--- src/rtl/f_pcu_if.sv ---
// f_pcu_if: fetch PC unit bundle carrying the D-stage redirect inputs and the fetch/RAS status outputs.
interface f_pcu_if;
    logic [3:0]  D_nPCSel;
    logic [15:0] D_Imm16;
    logic [25:0] D_Imm26;
    logic [31:0] D_PC4;
    logic [31:0] D_RD1;
    logic [31:0] D_RD2;
    logic        F_Stall;
    logic        Req;
    logic        D_Eret;
    logic [31:0] EPC;
    logic [31:0] F_PC;
    logic        F_ExcAdEL;
    logic        D_RasHit;
    logic [4:0]  RasCount;
    modport master (
        output D_nPCSel, D_Imm16, D_Imm26, D_PC4, D_RD1, D_RD2, F_Stall, Req, D_Eret, EPC,
        input  F_PC, F_ExcAdEL, D_RasHit, RasCount
    );
    modport slave (
        input  D_nPCSel, D_Imm16, D_Imm26, D_PC4, D_RD1, D_RD2, F_Stall, Req, D_Eret, EPC,
        output F_PC, F_ExcAdEL, D_RasHit, RasCount
    );
endinterface

--- src/rtl/f_pcu.sv ---
// f_pcu: fetch PC register with D-stage branch/jump redirect, exception/eret override and a return-address stack.
module f_pcu #(
    parameter logic [31:0] RESET_PC  = 32'h0000_3000,
    parameter logic [31:0] EXC_PC    = 32'h0000_4180,
    parameter logic [31:0] TEXT_LO   = 32'h0000_3000,
    parameter logic [31:0] TEXT_HI   = 32'h0000_6FFC,
    parameter int          RAS_DEPTH = 4
) (
    input logic   clk,
    input logic   reset,
    f_pcu_if.slave pif
);
    localparam int PW = $clog2(RAS_DEPTH);
    localparam logic [3:0] SEL_BEQ = 4'd1, SEL_JAL = 4'd2, SEL_JR = 4'd3, SEL_BNE = 4'd4, SEL_BDIST = 4'd5;
    localparam logic [PW-1:0] PTR_MAX = PW'(RAS_DEPTH - 1);
    localparam logic [4:0] CNT_MAX = 5'(RAS_DEPTH);
    logic [31:0] pc, br_tgt, diff, abs_diff, tgt, next_pc;
    logic eq, taken, advance, push, pop;
    logic [PW-1:0] ptr, top;
    logic [4:0] cnt;
    logic [31:0] ras [RAS_DEPTH];
    assign eq       = pif.D_RD1 == pif.D_RD2;
    assign br_tgt   = pif.D_PC4 + {{14{pif.D_Imm16[15]}}, pif.D_Imm16, 2'b00};
    assign diff     = pif.D_RD1 - pif.D_RD2;
    assign abs_diff = diff[31] ? -diff : diff;
    assign taken    = pif.D_nPCSel == SEL_BEQ ? eq :
                      pif.D_nPCSel == SEL_BNE ? !eq :
                      (pif.D_nPCSel == SEL_JAL || pif.D_nPCSel == SEL_JR || pif.D_nPCSel == SEL_BDIST);
    assign tgt      = pif.D_nPCSel == SEL_JAL   ? {pif.D_PC4[31:28], pif.D_Imm26, 2'b00} :
                      pif.D_nPCSel == SEL_JR    ? pif.D_RD1 :
                      pif.D_nPCSel == SEL_BDIST ? br_tgt + {abs_diff[29:0], 2'b00} : br_tgt;
    assign next_pc  = pif.Req ? EXC_PC : pif.D_Eret ? pif.EPC : pif.F_Stall ? pc : taken ? tgt : pc + 32'd4;
    // The RAS only moves on cycles that actually retire the D-stage instruction.
    assign advance  = !pif.F_Stall && !pif.Req && !pif.D_Eret;
    assign push     = advance && pif.D_nPCSel == SEL_JAL;
    assign pop      = advance && pif.D_nPCSel == SEL_JR && cnt != 5'd0;
    assign top      = ptr == '0 ? PTR_MAX : ptr - 1'b1;
    always_ff @(posedge clk or negedge reset) begin
        if (!reset) begin
            pc  <= RESET_PC;
            ptr <= '0;
            cnt <= '0;
        end else begin
            pc <= next_pc;
            if (push) begin
                ptr <= ptr == PTR_MAX ? '0 : ptr + 1'b1;
                cnt <= cnt == CNT_MAX ? cnt : cnt + 5'd1;
            end else if (pop) begin
                ptr <= top;
                cnt <= cnt - 5'd1;
            end
        end
    end
    // Pushing into a full stack lands on the oldest slot, which is exactly the overwrite we want.
    always_ff @(posedge clk) begin
        if (reset && push) ras[ptr] <= pif.D_PC4 + 32'd4;
    end
    assign pif.F_PC      = pc;
    assign pif.F_ExcAdEL = pc[1:0] != 2'b00 || pc < TEXT_LO || pc > TEXT_HI;
    assign pif.D_RasHit  = pif.D_nPCSel == SEL_JR && cnt != 5'd0 && ras[top] == pif.D_RD1;
    assign pif.RasCount  = cnt;
endmodule

--- src/flat_wrapper.sv ---
// flat-port wrapper written by rule: the top's interface ports become plain ports
module f_pcu_flat 
#(
    parameter logic [31:0] RESET_PC  = 32'h0000_3000,
    parameter logic [31:0] EXC_PC    = 32'h0000_4180,
    parameter logic [31:0] TEXT_LO   = 32'h0000_3000,
    parameter logic [31:0] TEXT_HI   = 32'h0000_6FFC,
    parameter int          RAS_DEPTH = 4
)
  (clk, reset, pif_D_nPCSel, pif_D_Imm16, pif_D_Imm26, pif_D_PC4, pif_D_RD1, pif_D_RD2, pif_F_Stall, pif_Req, pif_D_Eret, pif_EPC, pif_F_PC, pif_F_ExcAdEL, pif_D_RasHit, pif_RasCount);
  f_pcu_if pif_i ();
  input logic clk;
  input logic reset;
  input wire logic [$bits(pif_i.D_nPCSel)-1:0] pif_D_nPCSel;
  input wire logic [$bits(pif_i.D_Imm16)-1:0] pif_D_Imm16;
  input wire logic [$bits(pif_i.D_Imm26)-1:0] pif_D_Imm26;
  input wire logic [$bits(pif_i.D_PC4)-1:0] pif_D_PC4;
  input wire logic [$bits(pif_i.D_RD1)-1:0] pif_D_RD1;
  input wire logic [$bits(pif_i.D_RD2)-1:0] pif_D_RD2;
  input wire logic [$bits(pif_i.F_Stall)-1:0] pif_F_Stall;
  input wire logic [$bits(pif_i.Req)-1:0] pif_Req;
  input wire logic [$bits(pif_i.D_Eret)-1:0] pif_D_Eret;
  input wire logic [$bits(pif_i.EPC)-1:0] pif_EPC;
  output wire logic [$bits(pif_i.F_PC)-1:0] pif_F_PC;
  output wire logic [$bits(pif_i.F_ExcAdEL)-1:0] pif_F_ExcAdEL;
  output wire logic [$bits(pif_i.D_RasHit)-1:0] pif_D_RasHit;
  output wire logic [$bits(pif_i.RasCount)-1:0] pif_RasCount;
  assign pif_i.D_nPCSel = pif_D_nPCSel;
  assign pif_i.D_Imm16 = pif_D_Imm16;
  assign pif_i.D_Imm26 = pif_D_Imm26;
  assign pif_i.D_PC4 = pif_D_PC4;
  assign pif_i.D_RD1 = pif_D_RD1;
  assign pif_i.D_RD2 = pif_D_RD2;
  assign pif_i.F_Stall = pif_F_Stall;
  assign pif_i.Req = pif_Req;
  assign pif_i.D_Eret = pif_D_Eret;
  assign pif_i.EPC = pif_EPC;
  assign pif_F_PC = pif_i.F_PC;
  assign pif_F_ExcAdEL = pif_i.F_ExcAdEL;
  assign pif_D_RasHit = pif_i.D_RasHit;
  assign pif_RasCount = pif_i.RasCount;
  f_pcu #(.RESET_PC(RESET_PC), .EXC_PC(EXC_PC), .TEXT_LO(TEXT_LO), .TEXT_HI(TEXT_HI), .RAS_DEPTH(RAS_DEPTH)) u_core (.clk(clk), .reset(reset), .pif(pif_i));
endmodule
--- config.mk ---
export PLATFORM = sky130hd
export DESIGN_NAME = f_pcu_flat
export DESIGN_NICKNAME = d
export VERILOG_FILES = /design/src/rtl/f_pcu_if.sv /design/src/rtl/f_pcu.sv /design/src/flat_wrapper.sv
export SDC_FILE = /design/constraint.sdc
export NUM_CORES = 1
export LEC_CHECK = 0
export ABC_CLOCK_PERIOD_IN_PS = 3150
export CAP_MARGIN = 20
export CORE_ASPECT_RATIO = 0.75
export CORE_MARGIN = 3
export CORE_UTILIZATION = 51
export CTS_CLUSTER_SIZE = 25
export DETAILED_ROUTE_END_ITERATION = 12
export PLACE_DENSITY = 0.79
export SLEW_MARGIN = 25
export SYNTH_ARGS = -nofsm -noshare
export SYNTH_HDL_FRONTEND = slang
export SYNTH_SLANG_ARGS = --single-unit
--- constraint.sdc ---
create_clock -name clk -period 3.15 [get_ports clk]
set_input_delay 0.4725 -clock clk [delete_from_list [all_inputs] [get_ports clk]]
set_output_delay 0.4725 -clock clk [all_outputs]
set_load 0.005 [all_outputs]
==> flow_metrics.py, run 1 <==
metrics = {
    "run_status": {
        "outcome": "finished with violations",
        "violations": "negative setup slack",
    },
    "logic_synthesis": {
        "synth_ff_type": "edfxtp_1",
        "synth_area_leaders": "edfxtp_1 (26%), ha_1 (8.4%), dfrtp_1 (6.3%)",
        "ys_async_sr_fraction": 0.2335,
        "synth_top_cell_by_area": "edfxtp_1",
        "synth_fp_nets": 1865,
        "synth_top_cell_area_share": 0.2612,
        "synth_cell_type_count": 88,
        "syn_area_mm2": 0.01471,
        "yosys-top-cells-count": "a21oi_1 (154), nor2_1 (150), edfxtp_1 (128)",
        "syn_inst": 1583,
        "yosysWarningCount": 0,
        "synth_seq_cells": 167,
        "synth_area_per_cell_um2": 9.294,
        "synth-edff-count": 128,
        "synth.most_common_cell": "a21oi_1",
        "ys_seq_area_frac": 0.3277,
    },
    "timing": {
        "finalHoldViolations": 0,
        "fin_ws_ns": -2.350,
        "setup_viol_count_final": 32,
        "min_period_ns": 5.500,
        "period_share": 1.746,
        "fin_skew_ns": 0.01197,
        "max_slew.worst_pin.slew_ns": 0.6727,
        "rsz0062_at_grt": "yes",
        "slew_violations": 0,
        "fmax_mhz": 181.8,
        "slew_headroom": 0.5483,
        "holdWs_ns": 0.1608,
    },
    "pwr": {
        "leakage_nw": 9.925,
        "ir_worst_vdd_v": 0.0006672,
        "pwr_density_cell_mw_per_mm2": 582.0,
    },
    "critical_path": {
        "worstSetupStartpointType": "input pin",
        "critPathMaxStageDelay_ns": 0.34,
        "path_max_fanout": 4,
        "path_delay_family": "compound AO/OA/AOI/OAI gates",
        "endpoint_kind": "flip-flop",
        "worstSetupPathType": "input pin to flip-flop",
        "path_common_cell": "buf_4",
        "arrival_ns": 5.81,
        "required_ns": 3.46,
        "cp_num_buf_inv": 5,
        "cpMaxStageDelayCell": "a2111oi_0",
    },
    "die": {
        "rows": 53,
        "fp.dieH_um": 153.1,
        "dieArea_mm2": 0.03094,
        "initial_core_util": 0.5220,
        "die_w_um": 202.1,
        "pin_count": 218,
        "coreArea_mm2": 0.02818,
    },
    "hold_path": {
        "min_path_type": "input pin to async pin",
    },
    "clock_network": {
        "clock_path_buffers": 2,
        "clkTransAtPathRegs_ns": 0.08,
        "clockRootBuffer": "clkbuf_16",
        "ctsHtreeMaxLevel": 4,
        "clk_latency_ns": 0.45,
        "cts_tree": "built",
        "cts_sinks": 167,
        "cts_made_buffers": 17,
    },
    "placement": {
        "gp_congestion": 0.9805,
        "portBuffers": 217,
        "hpwl_um": 46320,
    },
    "detailed_routing": {
        "dr.pass1.iters": 6,
        "route.vias.total": 17680,
        "first_iter_violations": 2711,
        "routed_wl_um": 67770,
        "drc": 0,
        "via_per_inst": 6.504,
        "wl_per_cell_um": 24.93,
        "ant_nets": 0,
    },
    "global_route": {
        "grt_pass1_wl_um": 97700,
        "grt_usage": 0.4071,
        "grt_max_degree": 60,
        "grt_pass1_vias": 16820,
        "grt-ovfl-total": 0,
        "antenna_found_initial": 1,
    },
    "layout": {
        "syn_to_final_growth_pct": 58.91,
        "drive_above_1_share": 0.3828,
        "num-fill-cells": 1506,
        "nNetsFinal": 2602,
        "diodes": 0,
        "final_util": 0.8296,
    },
    "job": {
        "maxCapViolations": 0,
    },
}
## final timing paths
path | from | end | slack, ns | depth (start not counted)
min reg2reg | u_core.pif.RasCount[4]$_DFFE_PN0P_ | u_core.pif.RasCount[4]$_DFFE_PN0P_ | 0.52 | 1
max reg2reg | u_core.pif.F_PC[2]$_DFFE_PN0P_ | u_core.pif.F_PC[31]$_DFFE_PN0P_ | -0.01 | 11
min | reset | u_core.pif.RasCount[4]$_DFFE_PN0P_ | 0.16 | 2
max | pif_D_RD1[3] | u_core.pif.F_PC[15]$_DFFE_PN0P_ | -2.35 | 29
max in group asynchronous | reset | u_core.pif.F_PC[23]$_DFFE_PN0P_ | 2.59 | 2
min in group clk | u_core.pif.RasCount[4]$_DFFE_PN0P_ | u_core.pif.RasCount[4]$_DFFE_PN0P_ | 0.52 | 1
## cell families after synthesis
group | after synthesis | share of synthesized area
AO/OA/AOI/OAI | 456 | 0.2033
XOR/XNOR | 171 | 0.1023
adder cells (fa/ha/maj) | 103 | 0.08963
buffers and inverters | 135 | 0.04235
flip-flops | 167 | 0.3277
multiplexers | 64 | 0.07101
AND/OR/NAND/NOR | 487 | 0.1637
## stage by stage
step,worst slack [ns],TNS [ns],std cells,instance area (um2),total power [mW]
6_report,-2.350,-60.59,2718,23380,13.61
5_1_grt,-2.503,-65.15,2718,23380,14.09
4_1_cts,-2.205,-54.22,2695,22700,12.66
3_5_place_dp,-3.146,-82.65,2614,21240,9.812
3_3_place_gp,-3.022,-77.76,2614,21240,9.637
2_1_floorplan,-2.195,-44.68,1583,15200,6.627
## worst reg2reg max path: stages (launching register included)
cell and delay, ns:
dfrtp_1 0.51, and4_1 0.35, nand3_1 0.32, nor3_1 0.35
nand3_1 0.21, nor2_1 0.19, nand4_1 0.19, nor2_1 0.26
xor2_1 0.17, o21ai_0 0.12, o2bb2ai_1 0.17, a311oi_1 0.24
## metal layers
layer  vias up  part of all wire  GRT usage
met4         0             0.067     0.1754
li1       7424                 -          -
met3       392              0.12    0.09368
met2      1531              0.44     0.6306
met5         -                 0          0
met1      8331              0.37     0.5519
## placed cells by master (no fill, tap or decap), types with 47 or more instances in the layout
cell	count
xor2_1	64
xnor2_1	85
a21oi_1	121
inv_1	47
edfxtp_1	128
nor2_1	134
a21o_1	47
buf_4	537
nand2_1	95
clkdlybuf4s50_1	161
ha_1	67
## repair_timing
action | 4_1_cts | 5_1_grt
gates resized for setup | 202 | 119
pin swaps | 117 | 95
endpoints found under the hold margin | 0 | 0
setup buffers | 49 | 23
cloned | 1 | 0
endpoints found under the setup margin | 33 | 33
hold buffers | 0 | 0
## report_power, final
group	switching (mW)	total [mW]	internal, mW	leakage [nW]
Sequential	0.117	2.57	2.45	1.64
Combinational	4.37	8.86	4.49	7.99
Clock	1.07	2.18	1.11	0.295
## state kept, by name (all words and copies together) (netlist names)
signal and cells:
u_core.ras 128, u_core.pif.F_PC 32, u_core.pif.RasCount 5, u_core.ptr 2
## layout make-up
cell class	instances	area (um2)	share of cell area
repair buffers	783	6571	0.2811
inverters	69	281.5	0.01204
well taps	385	481.7	0.02060
multi-input cells	1282	10630	0.4546
flip-flops and latches	167	4822	0.2063
clock buffers	19	454.2	0.01943
clock inverters	13	141.4	0.006047
Power figures use the tool's default switching activity.
==> run 2, diff against run 1 <==
--- a/config.mk
+++ b/config.mk
@@ -13,6 +13,7 @@
 export CTS_CLUSTER_SIZE = 25
 export DETAILED_ROUTE_END_ITERATION = 12
 export PLACE_DENSITY = 0.79
+export REMOVE_ABC_BUFFERS = 1
 export SLEW_MARGIN = 25
 export SYNTH_ARGS = -nofsm -noshare
 export SYNTH_HDL_FRONTEND = slang
==> flow_metrics.py, run 2 (same netlist as run 1, synthesis figures left out) <==
metrics = {
    "pwr": {
        "netSwitchingPower_mw": 5.556,
        "p_seq_frac": 0.187,
        "ir_worst_vdd_v": 0.0005727,
        "pwr_density_cell_mw_per_mm2": 586.3,
        "leakage_nw": 9.838,
        "p_int_mw": 8.246,
        "swShare": 0.4026,
        "combPwrFrac": 0.664,
        "clkPwrFrac": 0.149,
    },
    "clock_network": {
        "cts_made_buffers": 17,
        "cts_tree": "built",
        "ctsHtreeMaxLevel": 4,
        "clockRootBuffer": "clkbuf_16",
        "clk_latency_ns": 0.44,
        "clock_path_buffers": 2,
        "clkTransAtPathRegs_ns": 0.08,
        "cts_sinks": 167,
    },
    "placement": {
        "portBuffers": 217,
        "gp_congestion": 0.9667,
        "hpwl_um": 47080,
        "detailedPlace.worstSlack_ns": -3.608,
        "placedCellCount": 2612,
    },
    "detailed_routing": {
        "route.vias.total": 17430,
        "via_per_inst": 6.403,
        "wl_per_cell_um": 24.90,
        "routed_wl_um": 67780,
        "drc": 0,
        "first_iter_violations": 2397,
        "ant_nets": 0,
        "dr.pass1.iters": 8,
    },
    "die": {
        "coreArea_mm2": 0.02818,
        "fp.dieH_um": 153.1,
        "die_w_um": 202.1,
        "rows": 53,
        "initial_core_util": 0.5220,
        "pin_count": 218,
        "dieArea_mm2": 0.03094,
    },
    "critical_path": {
        "worstSetupStartpointType": "input pin",
        "arrival_ns": 6.11,
        "cpMaxStageDelayCell": "or3_4",
        "required_ns": 3.48,
        "endpoint_kind": "flip-flop",
        "path_common_cell": "buf_4",
        "path_delay_family": "compound AO/OA/AOI/OAI gates",
        "worstSetupPathType": "input pin to flip-flop",
        "critPathMaxStageDelay_ns": 0.39,
        "path_max_fanout": 3,
        "cp_num_buf_inv": 6,
    },
    "global_route": {
        "grt-ovfl-total": 0,
        "grt_pass1_wl_um": 96980,
        "grt_pass1_vias": 16840,
        "grt_usage": 0.4039,
        "grt_max_degree": 60,
        "antenna_found_initial": 1,
    },
    "layout": {
        "diodes": 0,
        "drive_above_1_share": 0.3830,
        "regArea_mm2": 0.004822,
        "regMostFlops": "u_core.ras",
        "layout_common_cells": "buf_4 (521), clkdlybuf4s50_1 (167), nor2_1 (133)",
        "num-fill-cells": 1615,
        "nNetsFinal": 2606,
        "multi_input_area_mm2": 0.01066,
        "stdcell_count": 2722,
        "largest_register_ffs": 128,
        "mostFrequentLayoutCell": "buf_4",
        "syn_to_final_growth_pct": 59.99,
    },
    "timing": {
        "slew_violations": 0,
        "rsz0062_at_grt": "yes",
        "fin_skew_ns": 0.01048,
        "setup_viol_count_final": 34,
        "min_period_ns": 5.781,
        "finalHoldViolations": 0,
        "setup_tns_ns": -65.25,
        "fin_ws_ns": -2.631,
        "slew_headroom": 0.3449,
        "max_slew.worst_pin.slew_ns": 0.9724,
        "period_share": 1.835,
        "fmax_mhz": 173.0,
    },
    "hold_path": {
        "min_path_type": "input pin to async pin",
    },
    "job": {
        "maxCapViolations": 0,
    },
    "run_status": {
        "violations": "negative setup slack",
        "outcome": "finished with violations",
    },
}
## run 2: cell types whose count changed in the layout (fill, tap and decap cells not counted), moves of 7 or more
cell            change
dlygate4sd2_1      +10
buf_12              +7
o21ai_1             -8
dlymetal6s2s_1     -14
buf_4              -16
buf_6              +12
o21ai_0             +9
## run 2: power groups by stage
stage | registers, mW | clock network (mW) | logic [mW]
2_1_floorplan | 2.58 | 0 | 3.70
4_1_cts | 2.56 | 2.03 | 8.30
3_5_place_dp | 2.61 | 0 | 7.29
5_1_grt | 2.58 | 2.14 | 9.60
3_3_place_gp | 2.60 | 0 | 7.12
6_report | 2.58 | 2.06 | 9.17
## run 2: area by class of cell
class,instances,share of cell area
clock buffer,18,0.01823
clock inverter,14,0.005688
inverter,69,0.01122
multi-input combinational,1281,0.4530
sequential,167,0.2049
tap,385,0.02046
timing repair buffer,788,0.2866
## run 2: what timing repair did
action                                 in CTS  in global routing
pin swaps                                 140                 82
endpoints found under the hold margin       2                  0
hold buffers                                1                  0
gates resized for setup                   330                 86
setup endpoints to repair                  33                 33
setup buffers                              63                 19
cloned                                      1                  0
## run 2: routing by layer
metal / wire length (um) / GRT usage / part of all wire / up-vias
li1: - / - / - / 7430
met1: 25740 / 0.5473 / 0.38 / 8352
met2: 29900 / 0.6373 / 0.44 / 1318
met3: 7695 / 0.07303 / 0.11 / 330
met4: 4447 / 0.1817 / 0.066 / 0
met5: 0 / 0 / 0 / -
## run 2: worst reg2reg max path: cells and delay by family (launching register included)
family | cells | cell delay, ns
fa+ha+maj | 1 | 0.23
simple gates | 6 | 1.60
compound gates | 3 | 0.74
flops | 1 | 0.44
## run 2: worst paths after layout
check                           cells after the start                                 end  slack (ns)                          startpoint
min in group clk                                    5      u_core.pif.F_PC[0]$_DFFE_PN0P_        0.54                        pif_D_RD1[0]
worst max-delay path                               31     u_core.pif.F_PC[27]$_DFFE_PN0P_       -2.63                        pif_D_RD2[1]
worst min-delay path                                2           u_core.ptr[1]$_DFFE_PN0P_        0.53                               reset
worst max register to register                     10     u_core.pif.F_PC[30]$_DFFE_PN0P_        0.02      u_core.pif.F_PC[2]$_DFFE_PN0P_
worst min register to register                      1  u_core.pif.RasCount[4]$_DFFE_PN0P_        0.63  u_core.pif.RasCount[4]$_DFFE_PN0P_
max in group asynchronous                           3     u_core.pif.F_PC[13]$_DFFE_PN1P_        1.85                               reset
## run 2: per-stage QoR
| stage | instance area (um2) | power [mW] | util | hold WS, ns |
|---|---|---|---|---|
| global route | 23540 | 14.32 | 0.8352 | 0.5151 |
| detailed placement | 20900 | 9.895 | 0.7415 | 0.2955 |
| finish | 23540 | 13.80 | 0.8352 | 0.5259 |
| global placement | 20900 | 9.719 | 0.7415 | 0.2873 |
| floorplan | 14350 | 6.282 | - | 0.1769 |
| CTS | 22990 | 12.90 | 0.8159 | 0.4938 |
